--- src/rtl/booth_radix4_seq_mult.sv ---
// Sequential radix-4 Booth multiplier, signed/unsigned per operation.
// Retires two multiplier bits per clock behind a start/busy/done handshake.
module booth_radix4_seq_mult #(
  parameter int WIDTH = 16
) (
  input  logic               clk,
  input  logic               rst_n,
  input  logic               start,
  input  logic               signed_mode,
  input  logic [WIDTH-1:0]   multiplicand,
  input  logic [WIDTH-1:0]   multiplier,
  output logic               busy,
  output logic               done,
  output logic [2*WIDTH-1:0] product
);

  localparam int N    = WIDTH + 2;
  localparam int AW   = WIDTH + 4;
  localparam int ITER = WIDTH / 2 + 1;
  localparam int CW   = $clog2(ITER + 1);

  typedef enum logic {
    IDLE,
    RUN
  } state_t;

  state_t          state;
  logic [AW-1:0]   a;
  logic [AW-1:0]   m;
  logic [N-1:0]    q;
  logic            qm1;
  logic [CW-1:0]   cnt;

  logic [2:0]      sel;
  logic [AW-1:0]   m2;
  logic [AW-1:0]   addend;
  logic [AW-1:0]   sum;
  logic signed [AW+N:0] sh;

  // Booth recode of the current digit and one add/shift step
  always_comb begin
    sel    = {q[1:0], qm1};
    m2     = {m[AW-2:0], 1'b0};
    addend = '0;
    unique case (1'b1)
      (sel == 3'b001) || (sel == 3'b010): addend = m;
      (sel == 3'b011):                    addend = m2;
      (sel == 3'b100):                    addend = -m2;
      (sel == 3'b101) || (sel == 3'b110): addend = -m;
      default:                            addend = '0;
    endcase
    sum = a + addend;
    sh  = $signed({sum, q, qm1}) >>> 2;
  end

  // Controller and datapath registers
  always_ff @(posedge clk or negedge rst_n) begin
    if (!rst_n) begin
      state   <= IDLE;
      busy    <= 1'b0;
      done    <= 1'b0;
      product <= '0;
      a       <= '0;
      m       <= '0;
      q       <= '0;
      qm1     <= 1'b0;
      cnt     <= '0;
    end else begin
      done <= 1'b0;
      unique case (state)
        IDLE: begin
          if (start) begin
            m <= {{(AW-WIDTH){multiplicand[WIDTH-1] & signed_mode}},
                  multiplicand};
            q <= {{(N-WIDTH){multiplier[WIDTH-1] & signed_mode}},
                  multiplier};
            qm1   <= 1'b0;
            a     <= '0;
            cnt   <= CW'(ITER);
            busy  <= 1'b1;
            state <= RUN;
          end
        end
        RUN: begin
          a   <= sh[AW+N:N+1];
          q   <= sh[N:1];
          qm1 <= sh[0];
          cnt <= cnt - CW'(1);
          if (cnt == CW'(1)) begin
            product <= sh[2*WIDTH:1];
            done    <= 1'b1;
            busy    <= 1'b0;
            state   <= IDLE;
          end
        end
      endcase
    end
  end

endmodule
--- config.mk ---
export PLATFORM = sky130hd
export DESIGN_NAME = booth_radix4_seq_mult
export DESIGN_NICKNAME = d
export VERILOG_FILES = /design/src/rtl/booth_radix4_seq_mult.sv
export SDC_FILE = /design/constraint.sdc
export NUM_CORES = 1
export LEC_CHECK = 0
export ABC_AREA = 0
export ABC_CLOCK_PERIOD_IN_PS = 4900
export BUFFER_PORTS_ARGS = -buffer_cell sky130_fd_sc_hd__buf_2
export CAP_MARGIN = 10
export CORE_MARGIN = 3
export CORE_UTILIZATION = 30
export DETAILED_ROUTE_END_ITERATION = 10
export PLACE_DENSITY = 0.45
export SLEW_MARGIN = 20
export SYNTH_ARGS = -nofsm -noshare
export SYNTH_HDL_FRONTEND = slang
export SYNTH_SLANG_ARGS = --single-unit
export TNS_END_PERCENT = 50
--- constraint.sdc ---
create_clock -name clk -period 4.9 [get_ports clk]
set_input_delay 0.245 -clock clk [delete_from_list [all_inputs] [get_ports clk]]
set_output_delay 0.245 -clock clk [all_outputs]
set_load 0.02 [all_outputs]
* After elaboration in Yosys (flattened, before gate mapping)
Cells that the tools add are included.
** Word-level totals
- Flip-flop bits (word level) :: 95
- Word-level logic and storage cells :: 47
- Bits of input ports :: 36
** Operators by class
- Reduce and logical (&&, ||, !) cells :: 5
- Mux-type cells :: 17
- Bitwise logic cells :: 3
- Add/subtract/negate cells :: 4
- Equal/unequal tests :: 9
** Operator list (count)
- $pmux W20 S4 :: 1
- $neg A20 Y20 :: 2
- $pmux W20 S2 :: 1
- $pmux W18 S2 :: 1
- $add A20 B20 Y20 :: 1
- $mux W20 :: 1
- $mux W18 :: 1
- $eq A3 B3 Y1 const B :: 3
- $pmux W4 S2 :: 1
- $mux W1 :: 7
- $eq A3 B2 Y1 const B :: 2
- $pmux W1 S2 :: 3
- $reduce_and A2 Y1 :: 3
- $eq A4 B1 Y1 const B :: 1
- $mux W4 :: 1
- $sub A4 B1 Y4 const B :: 1
- $eq A3 B1 Y1 const B :: 1
- $and A1 B1 Y1 :: 2
- $logic_or A1 B1 Y1 :: 2
- $ne A2 B1 Y1 const B :: 1
- $ne A2 B2 Y1 const B :: 1
- $not A1 Y1 :: 1

* Logic depth before layout (Yosys ltp)
Gate-level depths: netlist of the first run.
- Depth after elaboration :: 5
- Mapped depth :: 18

* Least setup slack after synthesis of the first run
Ideal clock, no wire load.
- Path type :: register to register
- From :: register m[0]
- To :: register a[16]
- Clock period less this slack :: 3325 ps
- Required time :: 4773 ps
- Path buffers :: 0
- Setup slack :: 1575 ps
- Arrival time :: 3198 ps
- Cell stages (with the launch flop) :: 18
- Setup time :: 127 ps
- Cells stage by stage :: dfrtp_1 -> inv_1 -> ha_1 -> nor2b_1 -> nand2_1 -> nor3b_1 -> xor2_1 -> o21ai_0 -> a32oi_1 -> o21ai_0 -> ha_1 -> a21o_1 -> a21o_1 -> a21oi_1 -> o21ai_0 -> a31oi_1 -> xor2_1 -> o21ai_0
** Between the ends
- Longest elaborated chain between the ends :: 4
** Ends and longest elaborated chain
- start: declaration :: RTL line 29 : logic [AW-1:0] m;
- start signal: assignment :: RTL line 73 : m <= {{(AW-WIDTH){multiplicand[WIDTH-1] & signed_mode}},
- $neg A20 Y20, on equally long branches :: RTL line 49, 48
- $pmux W20 S4 * :: RTL line 45 : unique case (1'b1)
- $add A20 B20 Y20 * :: RTL line 52 : sum = a + addend;
- $pmux W20 S2 * :: RTL line 70 : unique case (state)
- end signal: assignment :: RTL line 85 : a <= sh[AW+N:N+1];
- end: declaration :: RTL line 28 : logic [AW-1:0] a;
Mark *: on every way between the ends. The rest lies on a longest branch, timed or not.
A chain may end at the register's enable or synchronous reset.

* Worst setup path after layout of the first run
- From :: register qm1
- To :: register product[28]
** Between the ends
- Longest elaborated chain between the ends :: 4
** Ends and longest elaborated chain
- start: declaration :: RTL line 31 : logic qm1;
- start signal: assignment :: RTL line 87 : qm1 <= sh[0];
- $eq A3 B3 Y1 (tied with other cells) :: RTL line 49 : (sel == 3'b101) || (sel == 3'b110): addend = -m;
- $logic_or A1 B1 Y1, on equally long branches :: RTL line 49, 46
- $pmux W20 S4 * :: RTL line 45
- $add A20 B20 Y20 * :: RTL line 52
- end signal: assignment :: RTL line 90 : product <= sh[2*WIDTH:1];
- end: declaration :: RTL line 14 : output logic [2*WIDTH-1:0] product
Marks and branches as above.

==> summary.md, run 1 <==
| Metric | Value |
|---|---|
| Worst-margin pin slew | 0.930 ns |
| Clk pin slew, worst setup/hold paths | 0.07 ns |
| Initial antenna violation count | 1 |
| CP max-delay cell | dfrtp_1 |
| Root buffer cell | clkbuf_16 |
| Core box area | 18200 um^2 |
| Worst EP arrival | 4.27 ns |
| # hold bufs at CTS | 1 |
| Top cell type's share of synthesized area | 41.3% |
| Post-Synthesis Net Count | 704 |
| Pins Over Slew Limit | 0 |
| Post-synthesis cell type count | 61 |
| Final setup TNS | 0 ns |
| Crit start category | flop |
| Sequential cell area fraction in the yosys report | 41.3% |
| Fraction of layout cells with a size suffix above 1 | 17.2% |
| Overall routed net length | 15600 um |
| Synthesized area per cell | 8.75 um^2 |
| Antenna Nets Post-Route | 0 |
| Vias | 4759 |
| WL per Instance | 16.8 um |
| Grt ovf | 0 |
| Final hold slack | 0.117 ns |
| Slowest stage delay, CP | 0.94 ns |
| Number of diodes | 0 |
| Synth area leader | dfrtp_1 |
| Worst Hold Class | input port to flop |
| EDFF count, synth | 0 |
| Post-Syn Area | 5640 um^2 |
| Setup Skew | 0.00568 ns |
| DP Area | 6150 um^2 |
| Cell mode on critical path | o21ai_0 |
| First-pass GRT wire length | 25700 um |
| Hold Fails Final Rpt | 0 |
| CTS tree | done |
| Register area | 2330 um^2 |
| Gr usage total | 15.8% |
| Main area contributors after synthesis | dfrtp_1, nand2_1, o21ai_0 |
| #FFs+latches synth | 93 |
| Crit-path cells | nand2b_1 -> and2_1 -> nor2_1 -> ha_1 -> fa_1 -> a21oi_1 -> o21ai_0 -> a21oi_1 -> o21ai_0 -> a31oi_1 -> xor2_1 -> o21ai_0 |
| Final HPWL DP | 11200 um |
| MaxCap Viol Count | 0 |
| Synth cell count leaders | nand2_1, dfrtp_1, o21ai_0 |
| Fmax achieved | 246 MHz |
| FILL cells | 1880 |
| Layout area overhead | 14.2% |
| Asr flop ratio synth | 100% |
| Critical path type | flop to flop |
| Slew HR | 38.0% |
| Die width | 143 um |
| # rows | 49 |
| Cells after synthesis | 645 |
| Setup bufs post-CTS | 0 |
| Fin nets | 753 |
| Fin crit share | 83.1% |
| Final setup violation count | 0 |
| Global placement routability congestion | 0.883 |
| Fin crit period | 4.07 ns |
| DR DRC count | 0 |
| Setup crit end kind | flop |
| Ports | 70 |
| WP data required | 5.10 ns |
| Starting density of the core | 31.0% |
| CP max FO | 30 |
| Cell area after layout | 6440 um^2 |
| Largest net degree at the start of global routing | 71 |
| CTS buffer count | 9 |
| Ys flop type | dfrtp_1 |
| CTS sink cnt | 93 |
| Clock Latency Late Sink | 0.35 ns |
| Run status | completed |
| CTS resizes | 0 |
| Die Area | 20500 um^2 |
| Max H-tree Level | 3 |
| Die height | 143 um |
| Via density | 5.13 |
| Synth warn | 0 |
| Footprint of the multi-input gates | 3080 um^2 |
| Port Buffers | 69 |
| Iteration-0 DRC Markers | 213 |
| Count leader, synth | nand2_1 |
| Max Buffers Root-to-Sink | 2 |
| RSZ-0062 raised after global routing | false |
| First drt pass iteration count | 5 |
| Vias in the first global route | 4833 |
-- registers in the layout, summed over array words and instances (netlist names) --
register  cells
a            18
busy          1
cnt           4
done          1
m            17
product      32
q            18
qm1           1
state         1
-- layout make-up --
| cell class | count | area share [%] |
|---|---|---|
| multi-input cells | 499 | 47.8 |
| flip-flops and latches | 93 | 36.1 |
| repair buffers | 77 | 6.37 |
| well taps | 229 | 4.45 |
| clock buffers | 10 | 3.71 |
| inverters | 14 | 0.816 |
| clock inverters | 6 | 0.699 |
-- kinds of logic (layout without fill, tap and decap cells) --
family,after synthesis,after routing,synth area share [%]
AO/OA/AOI/OAI,183,183,19.5
multiplexers,36,36,6.72
flip-flops,93,93,41.3
AND/OR/NAND/NOR,222,222,17.7
adder cells (fa/ha/maj),23,23,5.23
buffers and inverters,53,107,4.13
XOR/XNOR,35,35,5.43
-- metal layers --
| metal | part of all wire [%] | global-route usage (%) |
|---|---|---|
| met1 | 46 | 20.0 |
| met2 | 49 | 27.5 |
| met3 | 3.5 | 3.35 |
| met4 | 1.3 | 4.20 |
| met5 | 0.13 | 0 |
-- per-stage QoR --
step	worst slack, ns	util, %	instances
4_1_cts	0.823	35.4	928
6_report	0.827	35.4	928
2_1_floorplan	1.58	-	645
3_5_place_dp	0.842	33.8	911
5_1_grt	0.467	35.4	928
3_3_place_gp	0.874	33.8	911
-- final timing paths --
| path | start | endpoint | slack, ns | depth (start not counted) |
|---|---|---|---|---|
| min in group asynchronous | rst_n | product[29]$_DFFE_PN0P_ | 0.34 | 2 |
| min reg2reg | product[28]$_DFFE_PN0P_ | product[28]$_DFFE_PN0P_ | 0.47 | 2 |
| min | multiplicand[1] | m[1]$_DFFE_PN0P_ | 0.12 | 3 |
| max reg2reg | qm1$_DFFE_PN0P_ | product[28]$_DFFE_PN0P_ | 0.83 | 12 |
| max | qm1$_DFFE_PN0P_ | product[28]$_DFFE_PN0P_ | 0.83 | 12 |
| max in group asynchronous | rst_n | product[14]$_DFFE_PN0P_ | 3.34 | 3 |
-- worst max-delay path, delay by kind of cell (launching register included) --
| kind | cells | cell delay (ns) |
|---|---|---|
| AND/OR/NAND/NOR | 3 | 0.71 |
| adder cells (fa/ha/maj) | 2 | 0.65 |
| XOR/XNOR | 1 | 0.23 |
| flip-flops | 1 | 0.94 |
| AO/OA/AOI/OAI | 6 | 1.40 |
-- layout by cell type (no fill, tap or decap), types with 4 or more instances in the layout --
cell type  netlist  final
nand2_1        138    138
dfrtp_1         93     93
o21ai_0         79     79
buf_2            6     68
nor2_1          33     33
a21oi_1         33     33
ha_1            22     22
mux2i_1         21     21
xnor2_1         19     19
xor2_1          16     16
mux2_2          15     15
inv_1           14     14
nand2b_1        12     12
a21o_1          10     10
o22ai_1          9      9
clkbuf_16        0      9
buf_4            0      8
a31oi_1          7      7
nor3_1           7      7
o21ai_1          5      5
o21a_1           5      5
nand3_1          4      4
a221oi_1         4      4
o211ai_1         4      4
o221ai_1         4      4
Power of run 1 is not shown: default switching activity piles up to over one toggle a cycle in this logic, so the estimate is an artifact.
==> run 2, diff against run 1 <==
ABC_CLOCK_PERIOD_IN_PS = 3500   (was 4900)
PLACE_DENSITY = 0.46   (was 0.45)
clock period = 3.5 ns   (was 4.9 ns; I/O delays follow)
==> summary.md, run 2 (same netlist as run 1, synthesis figures left out) <==
| Metric | Value |
|---|---|
| Vias in the first global route | 4807 |
| Initial antenna violation count | 0 |
| Number of diodes | 0 |
| Worst EP arrival | 3.55 ns |
| First-pass GRT wire length | 24700 um |
| Critical path type | flop to flop |
| Via density | 5.06 |
| CTS sink cnt | 93 |
| RSZ-0062 raised after global routing | true |
| Antenna Nets Post-Route | 0 |
| Fraction of layout cells with a size suffix above 1 | 25.0% |
| Hold Fails Final Rpt | 0 |
| R2R Setup Slk | 0.19 ns |
| Grt ovf | 0 |
| Critical Path Stages | 15 |
| First drt pass iteration count | 5 |
| CTS buffer count | 9 |
| Reg2reg end | a[15]$_DFFE_PN0P_ |
| Global placement routability congestion | 0.826 |
| Most common cell after layout, fill and taps aside | nand2_1 |
| Final HPWL DP | 11000 um |
| CTS tree | done |
| Cell area after layout | 6940 um^2 |
| Biggest register | product |
| Max reg flops | 32 |
| RR Startpoint | m[0]$_DFFE_PN0P_ |
| Core box area | 18200 um^2 |
| CP top delay family | compound AO/OA/AOI/OAI gates |
| Ports | 70 |
| Starting density of the core | 31.0% |
| WL per Instance | 15.8 um |
| Most frequent cells in the layout | nand2_1, dfrtp_1, o21ai_0 |
| Die width | 143 um |
| MaxCap Viol Count | 0 |
| Final setup TNS | 0 ns |
| Die height | 143 um |
| Placed cell count | 948 |
| Pins Over Slew Limit | 0 |
| Max Buffers Root-to-Sink | 2 |
| Final setup violation count | 0 |
| Util after Layout | 38.1% |
| Iteration-0 DRC Markers | 249 |
| Max H-tree Level | 3 |
| Fin nets | 795 |
| Crit start category | flop |
| Biggest regs | product (32), a (18), q (18) |
| WP data required | 3.74 ns |
| Vias | 4913 |
| Non-Filler Instances | 970 |
| DP Area | 6440 um^2 |
| Largest net degree at the start of global routing | 61 |
| Crit-path cells | inv_1 -> ha_2 -> nor2b_4 -> nand2_2 -> nor3_4 -> o22ai_1 -> a32o_1 -> o21a_1 -> ha_1 -> a21oi_1 -> a21boi_2 -> a32oi_2 -> a221oi_2 -> xor2_1 -> o21ai_1 |
| Worst path bufs/invs | 1 |
| Slowest stage delay, CP | 0.41 ns |
| Worst-margin pin slew | 0.821 ns |
| Clk pin slew, worst setup/hold paths | 0.07 ns |
| Crit path to | a[15]$_DFFE_PN0P_ |
| Die Area | 20500 um^2 |
| CP max FO | 5 |
| Root buffer cell | clkbuf_16 |
| Overall routed net length | 15300 um |
| DR DRC count | 0 |
| # rows | 49 |
| CP max-delay cell | dfrtp_1 |
| Port Buffers | 69 |
| Fin crit share | 94.5% |
| Setup crit end kind | flop |
| Run status | completed |
| Setup Skew | 0.00913 ns |
| Fin crit period | 3.31 ns |
| Worst Reg-to-Reg Cells | 15 |
| Slew HR | 45.3% |
| Worst Hold Class | input port to flop |
| Fmax achieved | 302 MHz |
| Worst Setup SP | m[0]$_DFFE_PN0P_ |
| Layout area overhead | 23.0% |
| Gr usage total | 15.3% |
| Clock Latency Late Sink | 0.35 ns |
[run 2: layout make-up]
type                    count  area (um^2)
multi-input cells         499         3240
clock inverters             5         41.3
fillers                  1844        11300
flip-flops and latches     93         2330
well taps                 229          287
repair buffers            119          738
clock buffers              11          253
inverters                  14         52.6
[run 2: worst reg2reg max path, stage by stage (launching register included)]
cell,delay (ns)
dfrtp_1,0.41
inv_1,0.09
ha_2,0.19
nor2b_4,0.15
nand2_2,0.12
nor3_4,0.21
o22ai_1,0.13
a32o_1,0.21
o21a_1,0.20
ha_1,0.35
a21oi_1,0.20
a21boi_2,0.24
a32oi_2,0.16
a221oi_2,0.29
xor2_1,0.17
o21ai_1,0.07
[run 2: layer usage]
| metal | vias up | wire [um] | GRT usage (%) |
|---|---|---|---|
| li1 | 2437 | - | - |
| met1 | 2367 | 6980 | 20.0 |
| met2 | 87 | 7350 | 24.7 |
| met3 | 22 | 650 | 3.52 |
| met4 | 0 | 361 | 5.45 |
| met5 | - | 0 | 0 |
[run 2: timing repair]
item,in CTS,in global routing
pin swaps,0,13
endpoints found under the hold margin,58,0
endpoints found under the setup margin,5,19
buffers inserted,0,5
hold buffers,1,0
resized for setup,3,33
[run 2: worst min path at each step]
stage | start | endpoint | slack, ns | cells past startpoint
2_1_floorplan | rst_n | a[0]$_DFFE_PN0P_ | -0.12 | 0
3_3_place_gp | rst_n | product[29]$_DFFE_PN0P_ | 0.30 | 1
3_5_place_dp | rst_n | product[28]$_DFFE_PN0P_ | 0.33 | 1
4_1_cts | multiplicand[1] | m[1]$_DFFE_PN0P_ | 0.02 | 3
5_1_grt | multiplicand[9] | m[9]$_DFFE_PN0P_ | 0.04 | 2
6_report | multiplicand[1] | m[1]$_DFFE_PN0P_ | 0.03 | 3
[run 2: per-stage QoR]
stage | hold WS (ns) | setup slack (ns)
6_report | 0.0306 | 0.193
5_1_grt | 0.0351 | -0.0369
4_1_cts | 0.0177 | 0.0173
3_5_place_dp | 0.328 | -0.119
3_3_place_gp | 0.304 | -0.0296
2_1_floorplan | -0.121 | 0.175
Power of run 2 is left out for the same reason.
